$ cat src/rtl/spi_ctrl_pkg.sv
// Shared constants, command word layout and FSM encoding for the SPI command controller.
package spi_ctrl_pkg;

    localparam int unsigned WORD_W   = 32;
    localparam int unsigned OPC_W    = 4;
    localparam int unsigned ADDR_W   = 4;
    localparam int unsigned CNT_W    = 8;
    localparam int unsigned MAX_DW   = 16;
    localparam int unsigned MAX_REGS = 16;

    localparam int unsigned OPC_HI  = 31;
    localparam int unsigned OPC_LO  = 28;
    localparam int unsigned ADDR_HI = 27;
    localparam int unsigned ADDR_LO = 24;
    localparam int unsigned RSV_HI  = 23;
    localparam int unsigned RSV_LO  = 16;

    localparam logic [OPC_W-1:0] OPC_NOP    = 4'h0;
    localparam logic [OPC_W-1:0] OPC_WRITE  = 4'h1;
    localparam logic [OPC_W-1:0] OPC_STROBE = 4'h2;
    localparam logic [OPC_W-1:0] OPC_SEND   = 4'h3;
    localparam logic [OPC_W-1:0] OPC_CLEAR  = 4'hF;

    typedef enum logic [2:0] {
        ST_IDLE    = 3'd0,
        ST_ACTIVE  = 3'd1,
        ST_CAPTURE = 3'd2,
        ST_DECODE  = 3'd3,
        ST_WAIT_TX = 3'd4
    } state_e;

    // Captured command; data is held at full width and trimmed to DW at use.
    typedef struct packed {
        logic [OPC_W-1:0]  opc;
        logic [ADDR_W-1:0] addr;
        logic [MAX_DW-1:0] data;
    } cmd_t;

    // Saturating event counter increment.
    function automatic logic [CNT_W-1:0] sat_inc(input logic [CNT_W-1:0] v);
        return (v == '1) ? v : v + CNT_W'(1);
    endfunction

    // One bit per address value, set where the address selects an existing register.
    function automatic logic [MAX_REGS-1:0] addr_mask(input int unsigned n);
        logic [MAX_REGS-1:0] m;
        m = '0;
        for (int unsigned i = 0; i < MAX_REGS; i++) begin
            m[i] = (i < n);
        end
        return m;
    endfunction

endpackage

$ cat src/rtl/spi_ss_sync.sv
// Slave-select synchronizer with registered rise/fall pulses aligned to the synced level.
module spi_ss_sync
    import spi_ctrl_pkg::*;
#(
    parameter int unsigned SYNC_STAGES = 2
) (
    input  logic CLK,
    input  logic RST,
    input  logic SS,
    output logic ss_s,
    output logic rise,
    output logic fall
);

    logic [SYNC_STAGES-1:0] chain;

    // Flop chain resets to deselected; edge pulses look one stage ahead so they
    // coincide with the first cycle of the new synced level.
    always_ff @(posedge CLK or posedge RST) begin
        if (RST) begin
            chain <= '1;
            rise  <= 1'b0;
            fall  <= 1'b0;
        end else begin
            chain <= {chain[SYNC_STAGES-2:0], SS};
            rise  <= chain[SYNC_STAGES-2] & ~chain[SYNC_STAGES-1];
            fall  <= ~chain[SYNC_STAGES-2] & chain[SYNC_STAGES-1];
        end
    end

    assign ss_s = chain[SYNC_STAGES-1];

endmodule

$ cat src/rtl/spi_cmd_ctrl.sv
// End-of-frame capture, command decode, config bank, strobes and downstream send port.
module spi_cmd_ctrl
    import spi_ctrl_pkg::*;
#(
    parameter int unsigned NREGS       = 16,
    parameter int unsigned DW          = 16,
    parameter int unsigned SYNC_STAGES = 2,
    parameter int unsigned SETTLE      = 2
) (
    input  logic                  CLK,
    input  logic                  RST,
    input  logic                  SS,
    input  logic [WORD_W-1:0]     byteRx,
    output logic [NREGS*DW-1:0]   regs_flat,
    output logic [NREGS-1:0]      strobe,
    output logic                  tx_valid,
    input  logic                  tx_ready,
    output logic [ADDR_W-1:0]     tx_addr,
    output logic [DW-1:0]         tx_data,
    output logic                  busy,
    output logic [CNT_W-1:0]      frame_cnt,
    output logic [CNT_W-1:0]      err_cnt,
    output logic [CNT_W-1:0]      ovr_cnt
);

    localparam int unsigned SET_W = (SETTLE > 1) ? $clog2(SETTLE) : 1;
    localparam logic [MAX_REGS-1:0] ADDR_OK = addr_mask(NREGS);

    state_e              state;
    state_e              next_state;
    cmd_t                cmd;
    logic [SET_W-1:0]    settle_cnt;
    logic                ss_s;
    logic                ss_rise;
    logic                ss_fall;
    logic                settle_done;
    logic                addr_ok;
    logic [MAX_REGS-1:0] addr_onehot;
    logic                cap_en;
    logic                do_frame;
    logic                do_write;
    logic                do_strobe;
    logic                do_send;
    logic                do_clear;
    logic                do_err;
    logic                do_ovr;
    logic                tx_done;
    logic                unused_rsvd;

    // The reserved field of the command word carries no meaning here.
    assign unused_rsvd = ^byteRx[RSV_HI:RSV_LO];

    spi_ss_sync #(
        .SYNC_STAGES(SYNC_STAGES)
    ) u_ss_sync (
        .CLK  (CLK),
        .RST  (RST),
        .SS   (SS),
        .ss_s (ss_s),
        .rise (ss_rise),
        .fall (ss_fall)
    );

    assign settle_done = (settle_cnt == SET_W'(SETTLE - 1));
    assign addr_ok     = ADDR_OK[cmd.addr];
    assign addr_onehot = MAX_REGS'(1) << cmd.addr;

    // State register.
    always_ff @(posedge CLK or posedge RST) begin
        if (RST) begin
            state <= ST_IDLE;
        end else begin
            state <= next_state;
        end
    end

    // Next-state logic; a rise seen in IDLE means the fall was missed.
    always_comb begin
        next_state = state;
        case (state)
            ST_IDLE: begin
                if (ss_rise) begin
                    next_state = ST_CAPTURE;
                end else if (ss_fall) begin
                    next_state = ST_ACTIVE;
                end
            end
            ST_ACTIVE: begin
                if (ss_rise) begin
                    next_state = ST_CAPTURE;
                end
            end
            ST_CAPTURE: begin
                if (settle_done) begin
                    next_state = ST_DECODE;
                end
            end
            ST_DECODE: begin
                next_state = (cmd.opc == OPC_SEND) ? ST_WAIT_TX : ST_IDLE;
            end
            ST_WAIT_TX: begin
                if (tx_valid && tx_ready) begin
                    next_state = ss_s ? ST_IDLE : ST_ACTIVE;
                end
            end
            default: next_state = ST_IDLE;
        endcase
    end

    // Control decode for the datapath, derived from the current state.
    always_comb begin
        cap_en    = 1'b0;
        do_frame  = 1'b0;
        do_write  = 1'b0;
        do_strobe = 1'b0;
        do_send   = 1'b0;
        do_clear  = 1'b0;
        do_err    = 1'b0;
        do_ovr    = 1'b0;
        tx_done   = 1'b0;
        case (state)
            ST_CAPTURE: begin
                cap_en = settle_done;
                do_ovr = ss_rise;
            end
            ST_DECODE: begin
                do_frame = 1'b1;
                do_ovr   = ss_rise;
                case (cmd.opc)
                    OPC_NOP:    ;
                    OPC_WRITE:  begin do_write = addr_ok;  do_err = ~addr_ok; end
                    OPC_STROBE: begin do_strobe = addr_ok; do_err = ~addr_ok; end
                    OPC_SEND:   do_send = 1'b1;
                    OPC_CLEAR:  do_clear = 1'b1;
                    default:    do_err = 1'b1;
                endcase
            end
            ST_WAIT_TX: begin
                do_ovr  = ss_rise;
                tx_done = tx_valid && tx_ready;
            end
            default: ;
        endcase
    end

    // Settle counter and word capture at the end of the settle window.
    always_ff @(posedge CLK or posedge RST) begin
        if (RST) begin
            settle_cnt <= '0;
            cmd        <= '0;
        end else begin
            if (state == ST_CAPTURE && !settle_done) begin
                settle_cnt <= settle_cnt + SET_W'(1);
            end else begin
                settle_cnt <= '0;
            end
            if (cap_en) begin
                cmd <= '{opc:  byteRx[OPC_HI:OPC_LO],
                         addr: byteRx[ADDR_HI:ADDR_LO],
                         data: MAX_DW'(byteRx[DW-1:0])};
            end
        end
    end

    // Config bank and single-cycle strobes.
    always_ff @(posedge CLK or posedge RST) begin
        if (RST) begin
            regs_flat <= '0;
            strobe    <= '0;
        end else begin
            strobe <= do_strobe ? addr_onehot[NREGS-1:0] : '0;
            if (do_clear) begin
                regs_flat <= '0;
            end else if (do_write) begin
                for (int i = 0; i < int'(NREGS); i++) begin
                    if (cmd.addr == ADDR_W'(i)) begin
                        regs_flat[i*DW +: DW] <= cmd.data[DW-1:0];
                    end
                end
            end
        end
    end

    // Downstream send port: payload frozen while valid is held.
    always_ff @(posedge CLK or posedge RST) begin
        if (RST) begin
            tx_valid <= 1'b0;
            tx_addr  <= '0;
            tx_data  <= '0;
        end else if (do_send) begin
            tx_valid <= 1'b1;
            tx_addr  <= cmd.addr;
            tx_data  <= cmd.data[DW-1:0];
        end else if (tx_done) begin
            tx_valid <= 1'b0;
        end
    end

    // Status: busy tracks the state register, counters saturate.
    always_ff @(posedge CLK or posedge RST) begin
        if (RST) begin
            busy      <= 1'b0;
            frame_cnt <= '0;
            err_cnt   <= '0;
            ovr_cnt   <= '0;
        end else begin
            busy <= (next_state != ST_IDLE) && (next_state != ST_ACTIVE);
            if (do_frame) begin
                frame_cnt <= sat_inc(frame_cnt);
            end
            if (do_err) begin
                err_cnt <= sat_inc(err_cnt);
            end
            if (do_ovr) begin
                ovr_cnt <= sat_inc(ovr_cnt);
            end
        end
    end

endmodule

$ cat config.mk
export PLATFORM = sky130hd
export DESIGN_NAME = spi_cmd_ctrl
export DESIGN_NICKNAME = d
export VERILOG_FILES = /design/src/rtl/spi_ctrl_pkg.sv /design/src/rtl/spi_ss_sync.sv /design/src/rtl/spi_cmd_ctrl.sv
export SDC_FILE = /design/constraint.sdc
export NUM_CORES = 1
export LEC_CHECK = 0
export BUFFER_PORTS_ARGS = -buffer_cell sky130_fd_sc_hd__buf_2
export CORE_ASPECT_RATIO = 1.75
export CORE_MARGIN = 1
export CORE_UTILIZATION = 37
export CTS_BUF_LIST = sky130_fd_sc_hd__clkbuf_16
export DETAILED_ROUTE_END_ITERATION = 8
export PLACE_DENSITY = 0.65
export SLEW_MARGIN = 20
export SYNTH_ARGS = -nofsm -noshare
export SYNTH_HDL_FRONTEND = slang
export SYNTH_SLANG_ARGS = --single-unit
$ cat constraint.sdc
create_clock -name CLK -period 11.3 [get_ports CLK]
set_input_delay 0.565 -clock CLK [delete_from_list [all_inputs] [get_ports CLK]]
set_output_delay 0.565 -clock CLK [all_outputs]
set_load 0.03 [all_outputs]
==> impl_metrics.xml <==
<?xml version="1.0" encoding="UTF-8"?>
<metrics>
  <group name="clock_network">
    <metric name="cts.hold.buffers_added" unit="">0</metric>
    <metric name="cts.path.max_buffers" unit="">3</metric>
    <metric name="post-cts-setup-buffers" unit="">0</metric>
    <metric name="postCtsResizedCells" unit="">0</metric>
    <metric name="inserted_clock_buffers" unit="">34</metric>
    <metric name="htree_num_levels" unit="">2</metric>
    <metric name="clockRootBuffer" unit="">clkbuf_16</metric>
    <metric name="clkSinkCount" unit="">350</metric>
    <metric name="path_clk_slew" unit="ps">70</metric>
    <metric name="tritoncts_clock_tree" unit="">built</metric>
    <metric name="insertion_delay" unit="ps">520</metric>
  </group>
  <group name="pwr">
    <metric name="p_seq_share" unit="%">43.6</metric>
    <metric name="worst_ir_drop_vdd" unit="V">0.000211</metric>
    <metric name="internal-power" unit="mW">2.24</metric>
    <metric name="power.leakage" unit="nW">8.46</metric>
    <metric name="power_density_relative_to_cell_area" unit="mW/mm²">219</metric>
    <metric name="power.share.switching" unit="%">37.9</metric>
    <metric name="comb_power_share" unit="%">26.7</metric>
    <metric name="clock_network_power_share" unit="%">29.7</metric>
    <metric name="p_sw" unit="mW">1.36</metric>
  </group>
  <group name="worst_setup_path">
    <metric name="path_buf_inv" unit="">1</metric>
    <metric name="critical_path.reg2reg.startpoint" unit="">state[2]</metric>
    <metric name="critical_path.slowest_cell" unit="">nand2_1</metric>
    <metric name="worst_path_largest_cell_delay" unit="ps">860</metric>
    <metric name="cp_max_fo" unit="">107</metric>
    <metric name="criticalPathCategory" unit="">register to register</metric>
    <metric name="required" unit="ps">11720</metric>
    <metric name="critical_path.startpoint_type" unit="">register</metric>
    <metric name="arrival_time_reported_for_the_critical_path_endpoint" unit="ps">3970</metric>
    <metric name="regToRegEndpoint" unit="">regs_flat[197]</metric>
    <metric name="cp_top_family" unit="">simple AND/OR/NAND/NOR gates</metric>
    <metric name="worst_reg_to_reg_cells" unit="">5</metric>
    <metric name="endpoint_class_of_the_critical_path" unit="">register</metric>
    <metric name="setup.reg_to_reg.worst_slack" unit="ps">7750</metric>
    <metric name="path_depth" unit="">5</metric>
    <metric name="cp_cell_sequence" unit="">nand3b_2 &gt; or3_4 &gt; buf_6 &gt; nand2_1 &gt; o21ai_1</metric>
  </group>
  <group name="final_layout">
    <metric name="layout_common_cells" unit="">348 x dfrtp_1, 345 x buf_2, 270 x nand3_1, 250 x o21ai_1, 35 x clkbuf_16</metric>
    <metric name="final_nets" unit="">1519</metric>
    <metric name="final_common_cell" unit="">dfrtp_1</metric>
    <metric name="diode_insertion_count_for_antenna_repair" unit="">0</metric>
    <metric name="syn2layout_area_growth" unit="%">22.5</metric>
    <metric name="proportion_of_layout_cells_with_a_drive_suffix_above_1" unit="%">30.6</metric>
  </group>
  <group name="logic_synthesis">
    <metric name="yosys_register_bits" unit="">350</metric>
    <metric name="synth.lib_cells_used.distinct" unit="">45</metric>
    <metric name="postSynth.asyncResetShare" unit="%">100</metric>
    <metric name="synth_top_flop_cell" unit="">dfrtp_1</metric>
    <metric name="number_of_synthesized_flops_with_an_enable_pin" unit="">0</metric>
    <metric name="netlist_area_before_placement" unit="mm²">0.0134</metric>
    <metric name="synth_cells" unit="">1181</metric>
    <metric name="postSynthNetCount" unit="">1220</metric>
    <metric name="synth_seq_area_share" unit="%">65.4</metric>
    <metric name="ys.warnings.count" unit="">0</metric>
    <metric name="postSynthAreaPerCell" unit="µm²">11.3</metric>
  </group>
  <group name="floorplanning">
    <metric name="die-area" unit="mm²">0.0370</metric>
    <metric name="num_rows" unit="">91</metric>
    <metric name="placeableCoreArea" unit="mm²">0.0354</metric>
    <metric name="floorplan.die.height" unit="µm">254</metric>
    <metric name="ios" unit="">354</metric>
    <metric name="initial_core_util" unit="%">37.9</metric>
    <metric name="die_w" unit="µm">146</metric>
  </group>
  <group name="detailed_routing">
    <metric name="antenna_violating_nets_post_route" unit="">0</metric>
    <metric name="wl_per_instance" unit="µm">20.0</metric>
    <metric name="drc" unit="">0</metric>
    <metric name="drt-total-wl" unit="µm">39400</metric>
    <metric name="drtPass1Iterations" unit="">5</metric>
    <metric name="viasPerCell" unit="">5.21</metric>
    <metric name="num_vias" unit="">10261</metric>
    <metric name="drt-initial-drc-count" unit="">454</metric>
  </group>
  <group name="global_route">
    <metric name="antenna_violations_before_repair" unit="">1</metric>
    <metric name="grt_max_degree" unit="">138</metric>
    <metric name="grtUsageMet2" unit="%">36.0</metric>
    <metric name="met3_usage" unit="%">4.13</metric>
    <metric name="grt_overflow_total" unit="">0</metric>
    <metric name="gr-usage-all-layers" unit="%">21.1</metric>
    <metric name="grtUsageMet1" unit="%">25.5</metric>
    <metric name="grt_most_used_layer" unit="">met2</metric>
    <metric name="wire_length_of_the_first_global_routing_pass" unit="µm">59400</metric>
    <metric name="first_global_vias" unit="">9786</metric>
  </group>
  <group name="placed_design">
    <metric name="place.gp.congestion" unit="">0.803</metric>
    <metric name="dp_hpwl" unit="µm">26300</metric>
    <metric name="place.port_buffers" unit="">345</metric>
  </group>
  <group name="sta">
    <metric name="final-setup-viol-count" unit="">0</metric>
    <metric name="slew_headroom" unit="%">26.6</metric>
    <metric name="fin_worst_skew" unit="ps">15.0</metric>
    <metric name="setup_tns" unit="ps">0</metric>
    <metric name="timing.final.max_slew_violations" unit="">0</metric>
    <metric name="rsz_0062_raised_after_global_routing" unit="">false</metric>
    <metric name="max_freq" unit="MHz">281</metric>
    <metric name="timing.final.hold_violations" unit="">0</metric>
    <metric name="holdWs" unit="ps">147</metric>
    <metric name="fin_crit" unit="ps">3550</metric>
    <metric name="final.period_utilization" unit="%">31.4</metric>
    <metric name="worstMarginPinSlew" unit="ps">1100</metric>
  </group>
  <group name="flow_run">
    <metric name="drv_cap" unit="">0</metric>
  </group>
  <group name="min_path">
    <metric name="min_path_type" unit="">input pin to register</metric>
    <metric name="worstHoldPathCells" unit="">1</metric>
    <metric name="beginning_of_the_worst_hold_path" unit="">SS</metric>
    <metric name="min_to" unit="">u_ss_sync.chain[0]</metric>
  </group>
  <group name="status">
    <metric name="run_status" unit="">completed</metric>
  </group>
</metrics>
[sequential cells by signal (all words and copies together), names as in the netlist, 2 cells and up]
signal           cells
cmd                 24
err_cnt              8
frame_cnt            8
ovr_cnt              8
regs_flat          256
state                3
strobe              16
tx_addr              4
tx_data             16
u_ss_sync.chain      2
[cell families after synthesis]
family                     count (synthesis)  share of synthesized area, %
adders and majority gates                  3                         0.280
AOI/OAI and AO/OA                        271                          10.4
muxes                                     50                          4.20
DFF                                      350                          65.4
buffers and inverters                    110                          4.14
and+or+nand+nor                          381                          14.6
xor gates and xnor gates                  16                          1.05
[metrics by stage]
step | power (mW) | area (µm²) | cells | utilization (%) | worst slack, ps
CTS | 3.64 | 16400 | 1970 | 46.4 | 7410
finish | 3.60 | 16400 | 1970 | 46.4 | 7750
global route | 3.76 | 16400 | 1970 | 46.4 | 7540
detailed placement | 2.57 | 15400 | 1909 | 43.5 | 7430
global placement | 2.54 | 15400 | 1908 | 43.4 | 7530
floorplan | 2.19 | 13400 | 1181 | - | 1030
[synthesized netlist by cell type, drive strengths merged, types with 2 or more instances]
cell type	count	area [µm²]
a21oi	3	15.0
a41oi	2	17.5
and3	2	12.5
and3b	3	26.3
buf	64	382
clkbuf	42	159
dfrtp	348	8710
dfstp	2	52.6
ha	3	37.5
inv	4	15.0
mux2	50	563
nand2	26	105
nand2b	6	37.5
nand3	270	1350
nand4	21	131
nor2	23	88.8
nor2b	6	37.5
nor3	13	70.1
nor3b	2	20.0
nor4	3	25.0
o211ai	2	15.0
o21a	2	15.0
o21ai	258	1290
xnor2	3	26.3
xor2	13	114
[metal layers]
metal,part of all wire (%),up-vias
met3,5.5,93
met4,4.8,0
met5,0,-
met2,50,363
met1,39,4964
li1,-,4841
[how the worst max path moves through the flow]
stage | end | startpoint | slack (ps)
3_5_place_dp | regs_flat[229] | state[2] | 7430
2_1_floorplan | busy | RST | 1030
5_1_grt | regs_flat[21] | state[2] | 7540
6_report | regs_flat[197] | state[2] | 7750
4_1_cts | regs_flat[229] | state[2] | 7410
3_3_place_gp | regs_flat[249] | state[2] | 7530
[power by group through the flow]
stage | sequential, mW | combinational [mW] | clock (mW)
global route | 1.60 | 1.03 | 1.14
detailed placement | 1.59 | 0.978 | 0
floorplan | 1.78 | 0.405 | 0
finish | 1.57 | 0.961 | 1.07
CTS | 1.57 | 0.981 | 1.09
global placement | 1.58 | 0.963 | 0
[area by class of cell]
cell class / instances / area, µm²
clock inverter: 26 / 151
multi-input combinational: 721 / 4110
timing repair buffer: 369 / 1930
inverter: 4 / 22.5
fill: 3370 / 19000
sequential: 350 / 8760
clock buffer: 35 / 876
tap: 465 / 582
Power figures use the tool's default switching activity.
